<file path="src/rtl/coin_change_dispenser.sv">
// Coin change dispenser: pays a refund out of three coin tubes (5/10/20) greedily,
// one registered eject pulse at a time with a programmable idle gap between pulses.
module coin_change_dispenser #(
    parameter int unsigned GAP = 1
) (
    input  logic       clk,
    input  logic       reset,
    input  logic       req,
    input  logic [5:0] amount,
    input  logic       load,
    input  logic [5:0] load5,
    input  logic [5:0] load10,
    input  logic [5:0] load20,
    output logic       drop5,
    output logic       drop10,
    output logic       drop20,
    output logic       busy,
    output logic       done,
    output logic       short,
    output logic [5:0] remain,
    output logic [5:0] cnt5,
    output logic [5:0] cnt10,
    output logic [5:0] cnt20,
    output logic [2:0] state_o
);

    typedef enum logic [2:0] {
        S_IDLE   = 3'd0,
        S_SELECT = 3'd1,
        S_DROP   = 3'd2,
        S_GAP    = 3'd3,
        S_DONE   = 3'd4
    } state_t;

    localparam logic [1:0] COIN5  = 2'd0;
    localparam logic [1:0] COIN10 = 2'd1;
    localparam logic [1:0] COIN20 = 2'd2;
    localparam logic [2:0] GAP_LAST = (GAP == 0) ? 3'd0 : 3'(GAP - 1);

    state_t     state_q, state_d;
    logic [1:0] coin_q, coin_d;
    logic [2:0] gap_cnt_q, gap_cnt_d;
    logic [5:0] remain_q, remain_d;
    logic [5:0] cnt5_q, cnt5_d;
    logic [5:0] cnt10_q, cnt10_d;
    logic [5:0] cnt20_q, cnt20_d;
    logic       drop5_q, drop5_d;
    logic       drop10_q, drop10_d;
    logic       drop20_q, drop20_d;
    logic       busy_q, busy_d;
    logic       done_q, done_d;
    logic       short_q, short_d;

    // State advances on the falling edge so it lines up with the vending FSM.
    always_ff @(negedge clk) begin
        if (reset) begin
            state_q   <= S_IDLE;
            coin_q    <= COIN5;
            gap_cnt_q <= 3'd0;
            remain_q  <= 6'd0;
            cnt5_q    <= 6'd0;
            cnt10_q   <= 6'd0;
            cnt20_q   <= 6'd0;
            drop5_q   <= 1'b0;
            drop10_q  <= 1'b0;
            drop20_q  <= 1'b0;
            busy_q    <= 1'b0;
            done_q    <= 1'b0;
            short_q   <= 1'b0;
        end else begin
            state_q   <= state_d;
            coin_q    <= coin_d;
            gap_cnt_q <= gap_cnt_d;
            remain_q  <= remain_d;
            cnt5_q    <= cnt5_d;
            cnt10_q   <= cnt10_d;
            cnt20_q   <= cnt20_d;
            drop5_q   <= drop5_d;
            drop10_q  <= drop10_d;
            drop20_q  <= drop20_d;
            busy_q    <= busy_d;
            done_q    <= done_d;
            short_q   <= short_d;
        end
    end

    always_comb begin
        state_d   = state_q;
        coin_d    = coin_q;
        gap_cnt_d = gap_cnt_q;
        remain_d  = remain_q;
        cnt5_d    = cnt5_q;
        cnt10_d   = cnt10_q;
        cnt20_d   = cnt20_q;
        drop5_d   = 1'b0;
        drop10_d  = 1'b0;
        drop20_d  = 1'b0;
        busy_d    = busy_q;
        done_d    = 1'b0;
        short_d   = short_q;

        case (state_q)
            S_IDLE: begin
                if (req) begin
                    busy_d   = 1'b1;
                    short_d  = 1'b0;
                    remain_d = amount;
                    state_d  = (amount != 6'd0) ? S_SELECT : S_DONE;
                end else if (load) begin
                    cnt5_d  = load5;
                    cnt10_d = load10;
                    cnt20_d = load20;
                end
            end
            // The guards here are what keep counts and remain from underflowing in DROP.
            S_SELECT: begin
                if (remain_q >= 6'd4 && cnt20_q != 6'd0) begin
                    coin_d  = COIN20;
                    state_d = S_DROP;
                end else if (remain_q >= 6'd2 && cnt10_q != 6'd0) begin
                    coin_d  = COIN10;
                    state_d = S_DROP;
                end else if (remain_q >= 6'd1 && cnt5_q != 6'd0) begin
                    coin_d  = COIN5;
                    state_d = S_DROP;
                end else begin
                    short_d = (remain_q != 6'd0);
                    state_d = S_DONE;
                end
            end
            S_DROP: begin
                case (coin_q)
                    COIN20: begin
                        drop20_d = 1'b1;
                        cnt20_d  = cnt20_q - 6'd1;
                        remain_d = remain_q - 6'd4;
                    end
                    COIN10: begin
                        drop10_d = 1'b1;
                        cnt10_d  = cnt10_q - 6'd1;
                        remain_d = remain_q - 6'd2;
                    end
                    default: begin
                        drop5_d  = 1'b1;
                        cnt5_d   = cnt5_q - 6'd1;
                        remain_d = remain_q - 6'd1;
                    end
                endcase
                if (GAP != 0) begin
                    gap_cnt_d = GAP_LAST;
                    state_d   = S_GAP;
                end else begin
                    state_d = S_SELECT;
                end
            end
            S_GAP: begin
                if (gap_cnt_q == 3'd0) begin
                    state_d = S_SELECT;
                end else begin
                    gap_cnt_d = gap_cnt_q - 3'd1;
                end
            end
            S_DONE: begin
                done_d  = 1'b1;
                busy_d  = 1'b0;
                state_d = S_IDLE;
            end
            default: begin
                state_d = S_IDLE;
            end
        endcase
    end

    assign drop5   = drop5_q;
    assign drop10  = drop10_q;
    assign drop20  = drop20_q;
    assign busy    = busy_q;
    assign done    = done_q;
    assign short   = short_q;
    assign remain  = remain_q;
    assign cnt5    = cnt5_q;
    assign cnt10   = cnt10_q;
    assign cnt20   = cnt20_q;
    assign state_o = state_q;

endmodule
</file>
<file path="config.mk">
export PLATFORM = sky130hd
export DESIGN_NAME = coin_change_dispenser
export DESIGN_NICKNAME = d
export VERILOG_FILES = /design/src/rtl/coin_change_dispenser.sv
export SDC_FILE = /design/constraint.sdc
export NUM_CORES = 1
export LEC_CHECK = 0
export ABC_CLOCK_PERIOD_IN_PS = 2400
export BUFFER_PORTS_ARGS = -buffer_cell sky130_fd_sc_hd__buf_2
export CORE_MARGIN = 10
export CORE_UTILIZATION = 53
export CTS_BUF_LIST = sky130_fd_sc_hd__clkbuf_16
export CTS_CLUSTER_DIAMETER = 100
export CTS_CLUSTER_SIZE = 20
export DETAILED_ROUTE_END_ITERATION = 8
export PLACE_DENSITY = 0.8
export SLEW_MARGIN = 30
export SYNTH_ARGS = -nofsm -noshare
export SYNTH_HDL_FRONTEND = slang
export SYNTH_SLANG_ARGS = --single-unit
</file>
<file path="constraint.sdc">
create_clock -name clk -period 2.4 [get_ports clk]
set_input_delay 0.36 -clock clk [delete_from_list [all_inputs] [get_ports clk]]
set_output_delay 0.36 -clock clk [all_outputs]
set_load 0.01 [all_outputs]
</file>
==> key figures, run 1 <==
Status
  • Status: finished with violations
  • Failing checks: negative setup slack

Critical path
  • CP startpoint: state_o[0]$_SDFFE_NP0P_
  • Critical path startpoint category: flip-flop
  • CP Cell Sequence: buf_2
  • Crit path max-delay family: flip-flops
  • Crit. End Element: output pin
  • Reg2Reg Launch Point: remain[2]$_SDFFE_NP0P_
  • Crit-path max cell delay: 0.37 ns
  • Slowest cell on crit path: dfxtp_1
  • Worst EP required: 2.04 ns
  • CP Data Arrival Time: 2.11 ns
  • Worst Setup Path Type: flip-flop to output pin
  • Worst-path fanout max: 2
  • WP buf/inv: 1

CTS
  • Hold buffers post-CTS: 0
  • Clock Sinks: 38
  • Worst-path clk slew: roughly 0.08 ns
  • Num CTS Buffers: 5
  • CTS tree: built
  • Clock latency at the later pin of the worst-skew pair: 0.39 ns
  • Htree depth: 2
  • Clk buf depth: 2
  • CTS root buf: clkbuf_16

Timing
  • Setup violations, final: 14
  • Slew of the pin with the lowest slew margin: 0.5588 ns
  • Max transition margin: 0.6246
  • Setup TNS: -0.2908 ns
  • Final Skew: 0.04178 ns
  • Final hold vios: 0
  • Final worst slack: -0.07331 ns
  • Fin. max-slew vios: 0
  • Unrepaired setup endpoints after global routing: yes

Placement
  • GP Congestion: around 0.89
  • Post-DP HPWL: 5198 µm
  • Pre-CTS WS: -0.4718 ns
  • Number of port buffers: 60
  • Placed cell count: 434

Finish
  • Layout cell share with drive strength beyond 1: 0.3941
  • Diode count: 0
  • Area delta synth->final: 55.23%
  • Nets@finish: 488
  • Multi-input logic area: 1613 µm²
  • Final Core Density: 0.8510
  • Commonest non-fill, non-tap cell in the layout: inv_1
  • Filler Cells Inserted: 231
  • Most frequent cells in the layout: 58 x inv_1, 39 x buf_4, 37 x nor2_1, 37 x buf_2, 28 x nand2_1
  • Register area: between 800 and 900 µm²
  • Final non-filler cell total: ~500

Pwr
  • Cell Pwr Density: 1022 nW/µm²
  • Total power: 0.003813 W
  • Lkg Pwr: between 1.5 and 2 nW
  • Maximum vdd drop: about 0.00060 V

Floorplan
  • Core Footprint: roughly 4400 µm²
  • I/O pin total: 61
  • Initial core utilization: 0.5482
  • DIE WIDTH: roughly 87 µm
  • Die ar.: 7628 µm²
  • Row cnt: 24
  • Die height: 87.34 µm

Synthesis
  • Ys Warns: 0
  • Synthesized cell area: 2404 µm²
  • Async SR Flop Fraction: 0
  • Post-synthesis sequential area ratio: 0.3165
  • Total nets after synthesis: 356
  • Count of flip-flops with a built-in enable after synthesis: 0
  • Mapped Cells: a little over 300
  • Seq cells post-synth: 38
  • Yosys cell types: 51
  • Primary FF master, synth: dfxtp_1
  • Syn Area/Cell: ~7.7 µm²

GRT
  • Largest net degree at the start of global routing: 20
  • Met3 Usage GRT: 0.07678
  • Most Used Layer, Global Route: met2
  • Met1 GRT Util: 0.2167
  • GRT Residual Overflow: 0
  • Initial antenna violation count: 0
  • Met2 usage: 0.3433
  • Overall Global Routing Usage: 0.2070
  • Number of global-route vias before repair: 2885
  • First-pass GRT wire length: 12900 µm

Min path
  • Hold/Removal Path Class: flip-flop to flip-flop
  • Hold path start: short$_SDFFE_NP0P_

Detailed routing
  • Vias per Instance: 6.113
  • Routed vias: approximately 3000
  • Initial DRC count: 279
  • DRT antenna net count: 0
  • Routed len/inst: roughly 19 µm
  • DR pass1 iterations: 5
  • Post-route DRC: 0
  • Routed wire length: 9325 µm

Job
  • Maxcap violations: 0
==> through the flow <==
| step | area, µm² | hold slack [ns] |
|---|---|---|
| 6_report | 3731 | 0.4853 |
| 5_1_grt | 3731 | 0.5011 |
| 4_1_cts | 3431 | 0.4826 |
| 3_5_place_dp | 2915 | 0.4790 |
| 3_3_place_gp | 2915 | 0.4843 |
| 2_1_floorplan | 2424 | 0.4661 |
==> synthesized netlist by cell type (3+ instances only) <==
cell type  number  share of area
a211oi_1       18          0.056
a21oi_1        29          0.060
buf_2           7          0.015
clkbuf_1        8          0.012
dfxtp_1        38           0.32
ha_1           17          0.088
inv_1          21          0.033
nand2_1        28          0.044
nand3_1         6          0.012
nand3b_1        4          0.012
nor2_1         41          0.064
nor2b_1         4          0.010
nor3_1          9          0.019
nor3b_1         4          0.012
o21ai_0        20          0.042
o22ai_1         4          0.010
o31ai_1         4          0.012
or3b_1          3          0.011
xor2_1          4          0.015
==> worst paths after layout <==
check | end | cells after the start | slack, ns
hold / removal | short$_SDFFE_NP0P_ | 2 | 0.49
setup / recovery | state_o[0] | 1 | -0.07
hold reg to reg | short$_SDFFE_NP0P_ | 2 | 0.49
setup reg to reg | short$_SDFFE_NP0P_ | 8 | 0.17
==> report_power, final <==
group	internal [W]	switching (W)
sequential	0.000766	0.0000976
combinational	0.000776	0.00101
clock	0.000682	0.000480
total	0.00222	0.00159
==> metal layers <==
metal  vias to the layer above  share of wire
met5                         -              0
met4                         0          0.038
met3                        45          0.094
met2                       219           0.49
met1                      1389           0.38
li1                       1379              -
==> area by class of cell <==
cell class,count,area share
clock buffers,5,0.03353
flip-flops and latches,38,0.2203
clock inverters,41,0.05600
repair buffers,105,0.2203
inverters,20,0.02012
well taps,52,0.01744
multi-input cells,235,0.4323
==> registers in the layout, summed over array words and instances, names as in the netlist <==
| name | count |
|---|---|
| drop10 | 1 |
| coin_q | 2 |
| gap_cnt_q | 3 |
| drop20 | 1 |
| busy | 1 |
| done | 1 |
| remain | 6 |
| state_o | 3 |
| cnt10 | 6 |
| short | 1 |
| cnt20 | 6 |
| drop5 | 1 |
| cnt5 | 6 |
==> repair_timing <==
action	4_1_cts	5_1_grt
pin swaps	4	12
resized for setup	49	50
setup buffers	3	14
gates cloned	0	0
setup endpoints to repair	33	41
endpoints found under the hold margin	0	0
==> logic make-up after synthesis <==
group	after synthesis	synth area share
fa+ha+maj	17	0.08849
simple gates	111	0.2301
xor+xnor	5	0.01822
compound gates	100	0.2691
buf+inv	38	0.06923
flops	38	0.3165
mux	2	0.008329
Note: power is estimated with default switching activity, not from simulation.
==> run 2: changes to the inputs <==
- PLACE_DENSITY: 0.8 -> 0.85
==> key figures, run 2 (same netlist as run 1, synthesis figures left out) <==
Timing
  • Max transition margin: 0.6974 (was 0.6246)
  • Fin Hold WS: 0.4813 ns (was 0.4853 ns)
  • Final worst slack: -0.06205 ns (was -0.07331 ns)
  • Final hold vios: 0 (unchanged)
  • Unrepaired setup endpoints after global routing: yes (unchanged)
  • Slew of the pin with the lowest slew margin: 0.4504 ns (was 0.5588 ns)
  • Fin. max-slew vios: 0 (unchanged)
  • Final Skew: 0.03041 ns (was 0.04178 ns)
  • Setup violations, final: 11 (was 14)

Floorplan
  • Row cnt: 24 (unchanged)
  • Die ar.: 7628 µm² (unchanged)
  • Initial core utilization: 0.5482 (unchanged)
  • DIE WIDTH: 87.34 µm (unchanged)
  • Die height: 87.34 µm (unchanged)
  • Core Footprint: 4384 µm² (unchanged)
  • I/O pin total: 61 (unchanged)

Placement
  • Number of port buffers: 60 (unchanged)
  • GP Congestion: 0.8606 (was 0.8871)
  • Pre-CTS WS: -0.4397 ns (was -0.4718 ns)
  • Post-DP HPWL: 5267 µm (was 5198 µm)

CTS
  • CTS root buf: clkbuf_16 (unchanged)
  • CTS tree: built (unchanged)
  • Worst-path clk slew: 0.04 ns (was 0.08 ns)
  • Clock latency at the later pin of the worst-skew pair: 0.38 ns (was 0.39 ns)
  • Hold buffers post-CTS: 0 (unchanged)
  • Clock Sinks: 38 (unchanged)
  • Clk buf depth: 2 (unchanged)
  • Num CTS Buffers: 5 (unchanged)
  • Htree depth: 2 (unchanged)

Pwr
  • Lkg Pwr: 1.700 nW (was 1.716 nW)
  • Maximum vdd drop: 0.0005440 V (was 0.0005972 V)
  • Cell Pwr Density: 959.5 nW/µm² (was 1022 nW/µm²)

Min path
  • Hold/Removal Path Class: flip-flop to flip-flop (unchanged)
  • Hold depth: 2 (unchanged)
  • Destination of the worst hold path: short$_SDFFE_NP0P_ (unchanged)
  • Hold path start: short$_SDFFE_NP0P_ (unchanged)

GRT
  • First-pass GRT wire length: 13130 µm (was 12900 µm)
  • Largest net degree at the start of global routing: 33 (was 20)
  • Number of global-route vias before repair: 2855 (was 2885)
  • Initial antenna violation count: 0 (unchanged)
  • Overall Global Routing Usage: 0.2078 (was 0.2070)
  • GRT Residual Overflow: 0 (unchanged)

Finish
  • Nets@finish: 494 (was 488)
  • Most frequent cells in the layout: 58 x inv_1, 47 x buf_4, 41 x buf_2 (was 58 x inv_1, 39 x buf_4, 37 x nor2_1, 37 x buf_2, 28 x nand2_1)
  • Diode count: 0 (unchanged)
  • Commonest non-fill, non-tap cell in the layout: inv_1 (unchanged)
  • Area delta synth->final: 51.90% (was 55.23%)
  • Layout cell share with drive strength beyond 1: 0.3822 (was 0.3941)

Detailed routing
  • Post-route DRC: 0 (unchanged)
  • DRT antenna net count: 0 (unchanged)
  • Routed vias: 2988 (was 3032)
  • Routed len/inst: 17.44 µm (was 18.80 µm)
  • Initial DRC count: 182 (was 279)
  • Routed wire length: 8754 µm (was 9325 µm)
  • Vias per Instance: 5.952 (was 6.113)
  • DR pass1 iterations: 5 (unchanged)

Critical path
  • Worst EP required: 1.43 ns (was 2.04 ns)
  • Crit-path max cell delay: 0.43 ns (was 0.37 ns)
  • Critical path startpoint category: input port (was flip-flop)
  • R2r setup slk: 0.31 ns (was 0.17 ns)
  • R2R Path End: short$_SDFFE_NP0P_ (unchanged)
  • Worst Setup Path Type: input port to flip-flop (was flip-flop to output pin)
  • Worst-path fanout max: 5 (was 2)
  • CP Cell Sequence: buf_6 -> or3b_4 -> a21o_1 -> buf_4 -> a211oi_2 -> a211oi_1 (was buf_2)
  • Reg2Reg Launch Point: remain[2]$_SDFFE_NP0P_ (unchanged)
  • CP Data Arrival Time: 1.49 ns (was 2.11 ns)
  • Crit. End Element: flip-flop (was output pin)
  • R2r worst-path depth: 8 (unchanged)
  • Slowest cell on crit path: or3b_4 (was dfxtp_1)

Status
  • Failing checks: negative setup slack (unchanged)
  • Status: finished with violations (unchanged)

Job
  • Maxcap violations: 0 (unchanged)
[run 2: cell count changes in the layout (fill, tap and decap cells not counted), moves of 4 or more]
cell,previous run,this run
buf_4,39,47
buf_6,27,22
a21oi_1,21,25
a21oi_2,7,3
buf_2,37,41
[run 2: how the worst max path moves through the flow]
stage          startpoint               endpoint  slack, ns  cells after the start
6_report              req   cnt5[1]$_SDFFE_NP0P_      -0.06                      6
4_1_cts               req  cnt10[5]$_SDFFE_NP0P_      -0.06                      7
2_1_floorplan         req  cnt20[2]$_SDFFE_NP0P_      -0.23                      6
5_1_grt               req   cnt5[5]$_SDFFE_NP0P_      -0.14                      6
3_5_place_dp          req   cnt5[3]$_SDFFE_NP0P_      -0.44                      5
3_3_place_gp          req  cnt10[2]$_SDFFE_NP0P_      -0.42                      7
[run 2: layout make-up]
type / instances / area [µm²]
multi-input combinational: 235 / 1577
sequential: 38 / 825.8
timing repair buffer: 111 / 825.8
fill: 248 / 733.2
clock inverter: 41 / 157.7
clock buffer: 5 / 125.1
inverter: 20 / 75.07
tap: 52 / 65.06
[run 2: report_power, final]
group | internal [W] | leakage (nW) | switching, W
registers | 0.000767 | 0.325 | 0.0000900
logic | 0.000759 | 1.11 | 0.000966
clock network | 0.000463 | 0.264 | 0.000458
[run 2: worst max-delay path, delay by kind of cell]
family	cells	cell delay, ns
AND/OR/NAND/NOR	1	0.43
AO/OA/AOI/OAI	3	0.45
buffers and inverters	2	0.24
[run 2: metal layers]
| layer | vias to the layer above | GRT usage | routed length, µm |
|---|---|---|---|
| li1 | 1394 | - | - |
| met1 | 1407 | 0.2252 | 3350 |
| met5 | - | 0 | 0 |
| met4 | 0 | 0.1072 | 216 |
| met2 | 160 | 0.3452 | 4416 |
| met3 | 27 | 0.07584 | 770 |
[run 2: repair_timing]
| item | CTS | global route |
|---|---|---|
| pin swaps | 11 | 6 |
| endpoints found under the hold margin | 0 | 0 |
| setup buffers | 6 | 12 |
| setup endpoints to repair | 29 | 41 |
| resized for setup | 44 | 40 |
[run 2: through the flow]
stage	cell area [µm²]	std cells	TNS [ns]	total power, W	utilization
after floorplan	2424	311	-2.695	0.001859	-
after global placement	2940	439	-7.294	0.002270	0.6707
after detailed placement	2940	439	-8.260	0.002320	0.6707
after CTS	3433	490	-0.4186	0.003298	0.7831
after global routing	3651	502	-1.053	0.003765	0.8328
final	3651	502	-0.3976	0.003503	0.8328
==> run 3: changes to the inputs <==
- ABC_AREA: unset -> 1
- CORE_UTILIZATION: 53 -> 54
- REMOVE_ABC_BUFFERS: unset -> 1
==> key figures, run 3 <==
Status
  • Status: finished with violations (unchanged)
  • Failing checks: negative setup slack (unchanged)

Synthesis
  • Primary FF master, synth: dfxtp_1 (unchanged)
  • Largest cells by area after synthesis: dfxtp_1 30%, nand2_1 12%, ha_1 8.4% (was dfxtp_1 32%, ha_1 8.8%, nor2_1 6.4%)
  • Synth top cells by count: 81 x nand2_1, 44 x inv_1, 40 x o21ai_0 (was 41 x nor2_1, 38 x dfxtp_1, 29 x a21oi_1)
  • Synthesized cell area: 2537 µm² (was 2404 µm²)
  • Count of flip-flops with a built-in enable after synthesis: 0 (unchanged)
  • Top-count cell post-synth: nand2_1 (was nor2_1)
  • Synth top area share: 0.2998 (was 0.3165)
  • Post-synthesis sequential area ratio: 0.2998 (was 0.3165)
  • Async SR Flop Fraction: 0 (unchanged)
  • Mapped Cells: 381 (was 311)
  • Yosys cell types: 32 (was 51)
  • Synth area leader: dfxtp_1 (unchanged)
  • Seq cells post-synth: 38 (unchanged)
  • Ys Warns: 0 (unchanged)
  • Syn Area/Cell: 6.660 µm² (was 7.728 µm²)

Critical path
  • Reg2Reg Launch Point: remain[2]$_SDFFE_NP0P_ (unchanged)
  • CP Cell Sequence: buf_6 (was buf_6 -> or3b_4 -> a21o_1 -> buf_4 -> a211oi_2 -> a211oi_1)
  • WP buf/inv: 1 (was 2)
  • Crit-path max cell delay: 0.37 ns (was 0.43 ns)
  • CP Data Arrival Time: 2.07 ns (was 1.49 ns)
  • Worst EP required: 2.04 ns (was 1.43 ns)
  • Worst-path fanout max: 5 (unchanged)
  • R2r setup slk: 0.41 ns (was 0.31 ns)
  • R2R Path End: short$_SDFFE_NP0P_ (unchanged)
  • Crit. End Element: output pin (was flip-flop)
  • Slowest cell on crit path: dfxtp_4 (was or3b_4)
  • Worst Setup Path Type: flip-flop to output pin (was input port to flip-flop)
  • Crit path max-delay family: flip-flops (was compound AO/OA/AOI/OAI gates)
  • Critical path startpoint category: flip-flop (was input port)
  • R2r worst-path depth: 12 (was 8)

Pwr
  • Cell Pwr Density: 1375 nW/µm² (was 959.5 nW/µm²)
  • Internal: 0.002493 W (was 0.001989 W)
  • Clock Power Share: 0.188 (was 0.263)
  • Net switching fraction of the power: 0.4861 (was 0.4324)
  • Maximum vdd drop: 0.0008482 V (was 0.0005440 V)
  • Register share of total power: 0.225 (was 0.245)
  • Power share of the combinational group: 0.587 (was 0.492)
  • Lkg Pwr: 1.829 nW (was 1.700 nW)
  • Psw: 0.002358 W (was 0.001515 W)

Timing
  • Setup TNS: -0.03880 ns (was -0.3976 ns)
  • Final hold vios: 0 (unchanged)
  • Fin Hold WS: 0.4361 ns (was 0.4813 ns)
  • Setup violations, final: 3 (was 11)
  • Fin. max-slew vios: 0 (unchanged)
  • Final worst slack: -0.03230 ns (was -0.06205 ns)
  • Slew of the pin with the lowest slew margin: 0.3385 ns (was 0.4504 ns)
  • Max transition margin: 0.7719 (was 0.6974)
  • Unrepaired setup endpoints after global routing: yes (unchanged)
  • Final Skew: 0.03677 ns (was 0.03041 ns)

Finish
  • Most frequent cells in the layout: 81 x inv_1, 81 x nand2_1, 40 x o21ai_0, 40 x buf_2, 39 x nor2_1 (was 58 x inv_1, 47 x buf_4, 41 x buf_2)
  • Post-layout instance area: 3528 µm² (was 3651 µm²)
  • Filler Cells Inserted: 282 (was 248)
  • Layout cell share with drive strength beyond 1: 0.2903 (was 0.3822)
  • Area delta synth->final: 39.05% (was 51.90%)
  • Diode count: 0 (unchanged)
  • Final non-filler cell total: 555 (was 502)
  • Nets@finish: 549 (was 494)

CTS
  • Clock Sinks: 38 (unchanged)
  • CTS root buf: clkbuf_16 (unchanged)
  • Htree depth: 2 (unchanged)
  • Num CTS Buffers: 5 (unchanged)
  • Worst-path clk slew: 0.07 ns (was 0.04 ns)
  • Clk buf depth: 2 (unchanged)
  • Clock latency at the later pin of the worst-skew pair: 0.38 ns (about the same)
  • CTS tree: built (unchanged)

Placement
  • Post-DP HPWL: 5586 µm (was 5267 µm)
  • Dpl cell area: 2972 µm² (was 2940 µm²)
  • Placed cell count: 499 (was 439)
  • GP Congestion: 0.8759 (was 0.8606)
  • Number of port buffers: 60 (unchanged)

Min path
  • Destination of the worst hold path: gap_cnt_q[0]$_SDFFE_NP0P_ (was short$_SDFFE_NP0P_)
  • Hold depth: 1 (was 2)
  • Hold/Removal Path Class: flip-flop to flip-flop (unchanged)
  • Hold path start: gap_cnt_q[0]$_SDFFE_NP0P_ (was short$_SDFFE_NP0P_)

Floorplan
  • Core Footprint: 4444 µm² (was 4384 µm²)
  • Row cnt: 24 (unchanged)
  • Die ar.: 7841 µm² (was 7628 µm²)
  • Initial core utilization: 0.5709 (was 0.5482)
  • Die height: 88.55 µm (was 87.34 µm)
  • I/O pin total: 61 (unchanged)
  • DIE WIDTH: 88.55 µm (was 87.34 µm)

GRT
  • Largest net degree at the start of global routing: 23 (was 33)
  • Initial antenna violation count: 0 (unchanged)
  • Number of global-route vias before repair: 2988 (was 2855)
  • GRT Residual Overflow: 0 (unchanged)
  • Overall Global Routing Usage: 0.2064 (was 0.2078)
  • First-pass GRT wire length: 13070 µm (was 13130 µm)

Detailed routing
  • Initial DRC count: 273 (was 182)
  • Post-route DRC: 0 (unchanged)
  • Routed wire length: 9025 µm (was 8754 µm)
  • Routed len/inst: 16.26 µm (was 17.44 µm)
  • DRT antenna net count: 0 (unchanged)
  • Routed vias: 3232 (was 2988)
  • DR pass1 iterations: 5 (unchanged)
  • Vias per Instance: 5.823 (was 5.952)

Job
  • Maxcap violations: 0 (unchanged)
-- run 3: worst max path at each step --
stage                            end                   start  slack (ns)  depth (start not counted)
2_1_floorplan  cnt20[2]$_SDFFE_NP0P_                    load        0.04                          4
3_3_place_gp   cnt20[5]$_SDFFE_NP0P_                     req       -0.10                          6
3_5_place_dp   cnt10[3]$_SDFFE_NP0P_                     req       -0.16                          7
4_1_cts                    remain[4]  remain[4]$_SDFFE_NP0P_      0.0005                          1
5_1_grt                     cnt10[3]   cnt10[3]$_SDFFE_NP0P_       -0.05                          1
6_report                    cnt10[3]   cnt10[3]$_SDFFE_NP0P_       -0.03                          1
-- run 3: cell families (layout without fill, tap and decap cells) --
group                      Yosys count  in the layout  share of synthesized area
AOI/OAI and AO/OA                   94             94                     0.2091
xor gates and xnor gates             4              4                    0.01381
adders and majority gates           17             17                    0.08382
buffers and inverters               58            180                    0.09763
DFF                                 38             38                     0.2998
and+or+nand+nor                    170            170                     0.2959
-- run 3: final cells by class --
cell class                      instances  area, µm²  share of cell area
Clock buffer                            5      125.1             0.03546
Clock inverter                         39      147.6             0.04184
Inverter                               46      172.7             0.04894
Multi-Input combinational cell        285       1529              0.4333
Sequential cell                        38      825.8              0.2340
Tap cell                               52      65.06             0.01844
Timing Repair Buffer                   90      663.1              0.1879
-- run 3: metrics by stage --
| step | total power [W] | util | setup slack, ns |
|---|---|---|---|
| finish | 0.004851 | 0.7939 | -0.03230 |
| floorplan | 0.002774 | - | 0.04237 |
| detailed placement | 0.003536 | 0.6686 | -0.1628 |
| global placement | 0.003449 | 0.6686 | -0.1020 |
| CTS | 0.004483 | 0.7539 | 0.0005200 |
| global route | 0.005230 | 0.7939 | -0.05253 |
-- run 3: power by group through the flow --
stage	clock network [W]	registers (W)	logic [W]
6_report	0.000912	0.00109	0.00285
5_1_grt	0.000982	0.00111	0.00313
4_1_cts	0.000886	0.00108	0.00252
3_5_place_dp	0.0000992	0.00103	0.00241
3_3_place_gp	0.0000992	0.00102	0.00233
2_1_floorplan	0.0000992	0.00111	0.00157
-- run 3: timing repair --
item	in CTS	in global routing
setup buffers	0	13
endpoints found under the setup margin	19	25
resized for setup	37	23
hold buffers	0	0
-- run 3: per-layer routing --
layer | global-route usage | wire, µm | vias up
met5 | 0 | 0 | -
met4 | 0.1204 | 353 | 0
met3 | 0.07904 | 961 | 42
met2 | 0.3382 | 4370 | 223
met1 | 0.2236 | 3340 | 1467
li1 | - | - | 1500
